### src/rtl/traffic_timer_pkg.sv
// Shared constants, mode encoding and sizing helper for the traffic-light interval timer.
package traffic_timer_pkg;

  localparam int unsigned TICKS_1S = 6000000;

  typedef enum logic {
    MODE_ONESHOT  = 1'b0,
    MODE_PERIODIC = 1'b1
  } mode_e;

  // Width of a counter that must hold 0..div-1, never narrower than one bit.
  function automatic int unsigned pre_width(input int unsigned div);
    return (div > 1) ? $clog2(div) : 1;
  endfunction

endpackage

### src/rtl/tick_prescaler.sv
// Divides the system clock down to one strobe per time unit; tick is a combinational
// strobe that is high on the cycle whose edge wraps the prescaler.
module tick_prescaler
  import traffic_timer_pkg::*;
#(
  parameter int unsigned DIV = TICKS_1S
) (
  input  logic Clk,
  input  logic Rst_n,
  input  logic clr,
  input  logic en,
  output logic tick
);

  localparam int unsigned PW = pre_width(DIV);
  localparam logic [PW-1:0] LAST = PW'(DIV - 1);

  logic [PW-1:0] r_pre;
  logic          w_last;

  assign w_last = (r_pre == LAST);
  assign tick   = en & ~clr & w_last;

  // NOTE: sequential state is only ever updated with non-blocking assignments so
  // every register samples the pre-edge values of its neighbours.
  always_ff @(posedge Clk or negedge Rst_n) begin
    if (!Rst_n) begin
      r_pre <= '0;
    end else if (clr) begin
      r_pre <= '0;
    end else if (en) begin
      r_pre <= w_last ? '0 : r_pre + PW'(1);
    end
  end

endmodule

### src/rtl/interval_timer.sv
// Multi-threshold interval timer: counts prescaled time units against N_THR latched
// thresholds, with hold, one-shot/periodic mode, level and pulse flags and remaining time.
module interval_timer
  import traffic_timer_pkg::*;
#(
  parameter int unsigned DIV   = TICKS_1S,
  parameter int unsigned CNT_W = 8,
  parameter int unsigned N_THR = 3
) (
  input  logic                     Clk,
  input  logic                     Rst_n,
  input  logic                     Start,
  input  logic                     Hold,
  input  logic                     Mode,
  input  logic [N_THR*CNT_W-1:0]   Thr,
  output logic [N_THR-1:0]         Reached,
  output logic [N_THR-1:0]         Hit,
  output logic                     Tick,
  output logic                     Wrap,
  output logic                     Running,
  output logic [CNT_W-1:0]         Count,
  output logic [CNT_W-1:0]         Remain
);

  localparam int unsigned TERM = N_THR - 1;

  logic [N_THR-1:0][CNT_W-1:0] r_thr;
  mode_e                       r_mode;
  logic                        r_armed;
  logic                        r_running;
  logic [CNT_W-1:0]            r_count;
  logic [N_THR-1:0]            r_hit;
  logic                        r_tick;
  logic                        r_wrap;

  logic                        w_en;
  logic                        w_tick;
  logic                        w_at_term;
  logic                        w_wrap;
  logic                        w_advance;
  logic                        w_stop;
  logic [CNT_W-1:0]            w_term;
  logic [CNT_W-1:0]            w_start_term;
  logic [CNT_W-1:0]            w_count_next;
  logic [N_THR-1:0]            w_hit_next;

  assign w_term       = r_thr[TERM];
  assign w_start_term = Thr[TERM*CNT_W +: CNT_W];
  assign w_en         = r_running & ~Hold;

  tick_prescaler #(
    .DIV (DIV)
  ) u_prescaler (
    .Clk   (Clk),
    .Rst_n (Rst_n),
    .clr   (Start),
    .en    (w_en),
    .tick  (w_tick)
  );

  // A one-shot timer sitting on its terminal holds; everything else moves on a tick.
  assign w_at_term    = (r_count == w_term);
  assign w_wrap       = w_tick & (r_mode == MODE_PERIODIC) & w_at_term;
  assign w_advance    = w_tick & ~((r_mode == MODE_ONESHOT) & w_at_term);
  assign w_count_next = w_wrap    ? '0 :
                        w_advance ? r_count + CNT_W'(1) : r_count;
  assign w_stop       = w_tick & (r_mode == MODE_ONESHOT) &
                        (w_at_term | (w_count_next == w_term));

  for (genvar g = 0; g < N_THR; g++) begin : g_cmp
    assign w_hit_next[g] = w_advance & (w_count_next == r_thr[g]);
    assign Reached[g]    = r_armed & (r_count >= r_thr[g]);
  end

  always_ff @(posedge Clk or negedge Rst_n) begin
    if (!Rst_n) begin
      r_thr     <= '0;
      r_mode    <= MODE_ONESHOT;
      r_armed   <= 1'b0;
      r_running <= 1'b0;
      r_count   <= '0;
      r_hit     <= '0;
      r_tick    <= 1'b0;
      r_wrap    <= 1'b0;
    end else if (Start) begin
      r_thr     <= Thr;
      r_mode    <= mode_e'(Mode);
      r_armed   <= 1'b1;
      r_running <= Mode | (w_start_term != '0);
      r_count   <= '0;
      r_hit     <= '0;
      r_tick    <= 1'b0;
      r_wrap    <= 1'b0;
    end else begin
      r_count <= w_count_next;
      r_hit   <= w_hit_next;
      r_tick  <= w_tick;
      r_wrap  <= w_wrap;
      if (w_stop) begin
        r_running <= 1'b0;
      end
    end
  end

  assign Hit     = r_hit;
  assign Tick    = r_tick;
  assign Wrap    = r_wrap;
  assign Running = r_running;
  assign Count   = r_count;
  assign Remain  = r_armed ? (w_term - r_count) : '0;

endmodule

### config.mk
export PLATFORM = sky130hd
export DESIGN_NAME = interval_timer
export DESIGN_NICKNAME = d
export VERILOG_FILES = /design/src/rtl/traffic_timer_pkg.sv /design/src/rtl/tick_prescaler.sv /design/src/rtl/interval_timer.sv
export SDC_FILE = /design/constraint.sdc
export NUM_CORES = 1
export LEC_CHECK = 0
export BUFFER_PORTS_ARGS = -buffer_cell sky130_fd_sc_hd__clkbuf_2
export CAP_MARGIN = 20
export CORE_UTILIZATION = 45
export DETAILED_ROUTE_END_ITERATION = 10
export GPL_TIMING_DRIVEN = 0
export HOLD_SLACK_MARGIN = 0.12
export PLACE_DENSITY = 0.67
export SKIP_LAST_GASP = 1
export SLEW_MARGIN = 10
export SYNTH_ARGS = -nofsm -noshare
export SYNTH_HDL_FRONTEND = slang
export SYNTH_SLANG_ARGS = --single-unit
### constraint.sdc
create_clock -name Clk -period 3 [get_ports Clk]
set_clock_uncertainty 0.15 [all_clocks]
set_input_delay 0.3 -clock Clk [delete_from_list [all_inputs] [get_ports Clk]]
set_output_delay 0.3 -clock Clk [all_outputs]
set_load 0.005 [all_outputs]
## Yosys cells after proc, flatten, opt, wreduce, memory -nomap -nowiden

Cells that the tools add are included.

| word-level totals | value |
|---|---|
| register bits after elaboration | 63 |
| word-level logic and storage cells | 58 |

| cells by class | value |
|---|---|
| $add $sub $neg | 3 |
| order comparisons | 3 |
| eq/ne operators | 5 |
| multiplexer cells | 12 |
| bitwise logic cells | 21 |
| reductions and logical operators | 3 |

Operators with widths:

| cell | count |
|---|---|
| $mux W23 | 3 |
| $eq A8 B8 Y1 | 4 |
| $mux W8 | 4 |
| $ge A8 B8 Y1 | 3 |
| $add A23 B1 Y23 const B | 1 |
| $eq A23 B23 Y1 const B | 1 |
| $and A1 B1 Y1 | 15 |
| $add A8 B1 Y8 const B | 1 |
| $reduce_bool A8 Y1 | 1 |
| $sub A8 B8 Y8 | 1 |
| $mux W1 | 4 |
| $not A1 Y1 | 4 |
| $reduce_bool A2 Y1 | 2 |
| $mux W3 | 1 |
| $or A1 B1 Y1 | 2 |

## Logic depth before layout (Yosys ltp)

| logic depth | value |
|---|---|
| depth in word-level cells | 12 |
| depth in mapped cells | 12 |
| depth with buffers taken out | 12 |

## Hierarchy

From an unflattened synthesis, not the netlist that was laid out.

| second synthesis, totals | value |
|---|---|
| cell total of the unflattened synthesis | 501 |
| area total of the unflattened synthesis | 4480.5 µm² |

By module, submodules not included:

| module | times used | cells each | area each (µm²) | seq. area each (µm²) |
|---|---|---|---|---|
| interval_timer | 1 | 348 | 3104.2 | 1001.0 |
| tick_prescaler | 1 | 153 | 1376.3 | 575.6 |

## Least setup slack after synthesis

Ideal clock, no wire load.

| timing | value |
|---|---|
| path kind | register to register |
| from | reg r_count[4], in the netlist Count[4] |
| to | reg r_running, in the netlist Running |
| setup time | 128 ps |
| arrival time | 2789 ps |
| slack | -67 ps |
| cell stages (with the launch flop) | 11 |
| period minus slack after synthesis | 3067 ps |
| cell sequence | dfrtp_1 inv_1 ha_1 and4_1 and2_1 nor3_1 mux2i_4 xnor2_1 or4_1 nor4_2 o21ai_1 |

| on the way | value |
|---|---|
| cells in the longest elaborated chain, start to end | 10 |

RTL lines:

| element | RTL line | source |
|---|---|---|
| start: declaration | interval_timer.sv:31 | `logic [CNT_W-1:0] r_count;` |
| start signal: assignment | interval_timer.sv:95 | `r_count <= w_count_next;` |
| branches (longest 7 deep; another with $add A8 B1 Y8) | - |  |
| $or A1 B1 Y1 * | interval_timer.sv:68 | `(w_at_term \| (w_count_next == w_term));` |
| $and A1 B1 Y1 * | interval_timer.sv:67 | `assign w_stop = w_tick & (r_mode == MODE_ONESHOT) &` |
| $reduce_bool A2 Y1 (no source line) * | - |  |
| end signal: assignment | interval_timer.sv:89 | `r_running <= Mode \| (w_start_term != '0);` |
| end: declaration | interval_timer.sv:30 | `logic r_running;` |

Every way passes the cells marked *.
A chain may end at the register's enable or synchronous reset.

## Final worst setup path

| timing | value |
|---|---|
| from | reg r_count[0], in the netlist Count[0] |
| to | out Remain[6] |

| on the way | value |
|---|---|
| cells in the longest elaborated chain, start to end | 2 |

RTL lines:

| element | RTL line | source |
|---|---|---|
| $sub A8 B8 Y8 | interval_timer.sv:110 | `assign Remain = r_armed ? (w_term - r_count) : '0;` |
| $mux W8 | interval_timer.sv:110 |  |
| end: declaration | interval_timer.sv:22 | `output logic [CNT_W-1:0] Remain` |

Every way passes these cells.

==> summary.md <==
| Metric | Value |
|---|---|
| Post-synthesis adder-cell area fraction | `8.23%` |
| CP Launch Type | `register` |
| CP startpoint | `Count[0]$_DFF_PN0_` |
| DRC | `0` |
| Seq. cell area | `1590 um2` |
| Grt ovf | `0` |
| Syn. warnings | `0` |
| Setup repair after global routing missed its margin | `true` |
| Port Buf Inserts | `53` |
| Hold Fails Final Rpt | `0` |
| Area Overhead vs Synth | `27.2%` |
| Hold Crit Depth | `5` |
| Leading cell types in the layout, fill and taps excluded | `o21ai_0 (68), dfrtp_1 (53), clkbuf_2 (52)` |
| Via count | `3956` |
| Vias in the first global route | `3839` |
| Setup crit end kind | `primary output` |
| Cells after Synth | `474` |
| Slew @ Worst Pin | `0.642 ns` |
| Inserted Clock Buffers | `9` |
| Worst-case vdd ir drop | `0.188 mV` |
| Data arrival time of the worst path | `2.47 ns` |
| Core area | `8890 um2` |
| Post-synthesis xor/xnor area fraction | `5.22%` |
| Mux share of post-synthesis cell area | `2.68%` |
| Final setup viols | `0` |
| Initial antenna violation count | `0` |
| HPWL after DPL | `8030 um` |
| Area of the multi-input gates | `2580 um2` |
| First-pass GRT wire length | `18900 um` |
| Tcrit/Tclk final | `97.3%` |
| Avg Cell Area, Syn | `8.85 um2` |
| Hold Path Class | `input pin to register` |
| Initial Util | `47.2%` |
| Relative slew slack | `57.2%` |
| FFs w/ async S/R, synth | `100%` |
| Antenna Violating Nets Remaining | `0` |
| CP required | `2.55 ns` |
| Critical path type | `register to primary output` |
| Post-Synth Simple-Gate Area | `24.9%` |
| Syn_nets | `530` |
| CTS Buffer Depth | `2` |
| Io pins | `54` |
| DR vias/cell | `5.72` |
| Max Slew Vio Count | `0` |
| Pleak | `2.42 nW` |
| Synth Area in Compound Gates | `16.8%` |
| Setup WS pre-CTS | `-0.600 ns` |
| Worst R2R Start | `Count[0]$_DFF_PN0_` |
| Setup WS post-layout | `0.0809 ns` |
| Post-Syn Area | `4200 um2` |
| Fin crit period | `2.92 ns` |
| Post-synth EDFFs | `0` |
| Clock Latency Late Sink | `0.34 ns` |
| R2R depth | `9` |
| Die W | `98.6 um` |
| Commonest non-fill, non-tap cell in the layout | `o21ai_0` |
| Average wire per standard cell | `16.6 um` |
| Fillers | `765` |
| Setup_tns | `0 ns` |
| Die Span Y | `98.6 um` |
| Max FO, Critical Path | `4` |
| Row cnt | `34` |
| CTS H-tree lvls | `3` |
| Post-layout net count | `637` |
| Sequential-to-total area share from yosys stat | `37.6%` |
| GRT Total Usage | `24.8%` |
| # Max-Cap Violations | `0` |
| Hold WS | `0.281 ns` |
| First drt pass iteration count | `4` |
| Die area | `9710 um2` |
| Status | `complete, no violations` |
| Pwr dens | `386 nW/um2` |
| Ys flop type | `dfrtp_1` |
| Highest Clock Rate | `0.343 GHz` |
| Antenna fix cells | `0` |
| Clk pin slew, worst setup/hold paths | `0.06 ns` |
| Fin cells | `692` |
| #FFs+latches synth | `63` |
| Final wirelength | `11500 um` |
| Largest net degree at the start of global routing | `36` |
| Core Util, Final | `60.0%` |
| CTS tree | `built` |
| Root Driver | `clkbuf_8` |
| Share of cells above drive strength 1 | `25.2%` |
| Main combinational cell family by area after synthesis | `simple AND/OR/NAND/NOR gates` |
| Hold path startpoint | `Hold` |
| Cell variety after synth | `62` |
| CTS sink count | `63` |
| Starting DRT DRC Count | `292` |
| Placed cells | `636` |
| Final GP Congestion | `0.925` |
per-layer routing:
layer	vias to the layer above	global-route usage, %	share of wire (%)
met1	1889	35.8	47
met5	-	0	0
met2	138	37.9	45
met3	21	3.40	6.0
li1	1908	-	-
met4	0	9.41	1.9
worst paths after layout:
path                                                    endpoint  slack (ns)
worst max-delay path                                   Remain[6]        0.08
worst min-delay path            u_prescaler.r_pre[6]$_DFFE_PN0P_        0.28
worst max register to register                  Hit[2]$_DFF_PN0_        0.08
worst min register to register               r_armed$_DFFE_PN0P_        0.35
max in group asynchronous                     Count[7]$_DFF_PN0_        1.84
min in group asynchronous       u_prescaler.r_pre[4]$_DFFE_PN0P_        0.30
through the flow:
| stage | area, um2 | power, W |
|---|---|---|
| global placement | 4600 | 0.00133 |
| floorplan | 4200 | 0.00119 |
| global route | 5340 | 0.00217 |
| CTS | 5180 | 0.00203 |
| detailed placement | 4620 | 0.00134 |
| finish | 5340 | 0.00206 |
cell families (layout without fill, tap and decap cells):
logic type / count (synthesis) / in the layout
DFF: 63 / 63
xor gates and xnor gates: 25 / 25
adders and majority gates: 27 / 27
muxes: 9 / 9
AOI/OAI and AO/OA: 121 / 121
and+or+nand+nor: 178 / 178
buffers and inverters: 51 / 161
what timing repair did:
action	CTS	global route
gates resized for setup	20	30
cloned	0	0
endpoints found under the hold margin	53	0
pin swaps	4	7
hold buffers	26	0
endpoints found under the setup margin	13	10
setup buffers	13	3
power by group:
part	internal (W)	switching, W	leakage (nW)
registers	0.000889	0.0000364	0.804
clock network	0.000335	0.000306	0.0854
logic	0.000238	0.000256	1.53
synthesized netlist by cell type (all sizes together), types with 11 or more instances:
cell type | count | area share [%]
o21ai | 72 | 8.6
and3 | 12 | 1.8
dfrtp | 63 | 38
nor2b | 12 | 1.8
inv | 35 | 3.1
clkbuf | 14 | 1.3
nand2 | 43 | 4.0
a21oi | 16 | 2.0
nand4 | 11 | 1.8
ha | 26 | 7.8
and2 | 11 | 1.6
nand3 | 18 | 2.4
xnor2 | 21 | 4.4
nor2 | 29 | 2.6
sequential cells by signal, summed over array words and instances, names as in the netlist:
signal,flops
Wrap,1
r_thr,16
w_term,8
Count,8
Running,1
Hit,3
r_armed,1
Tick,1
u_prescaler.r_pre,23
r_mode,1
critical path, stage by stage, from the launching register on:
cell	delay [ns]
dfrtp_2	0.42
ha_1	0.18
inv_1	0.06
fa_2	0.36
a21oi_2	0.12
nor2_1	0.06
nor2_1	0.13
inv_1	0.08
a21o_1	0.20
a21oi_2	0.15
xnor2_1	0.12
and2_1	0.13
clkbuf_2	0.10
final cells by class:
class                      instances  area share, %
timing repair buffer              96           12.5
multi-input combinational        360           48.3
tap                              108           2.53
clock buffer                      13           2.98
buffer                            16           1.22
inverter                          35           2.60
sequential                        63           29.8
clock inverter                     1         0.0938
No activity file was read; power rests on OpenSTA's default activity.
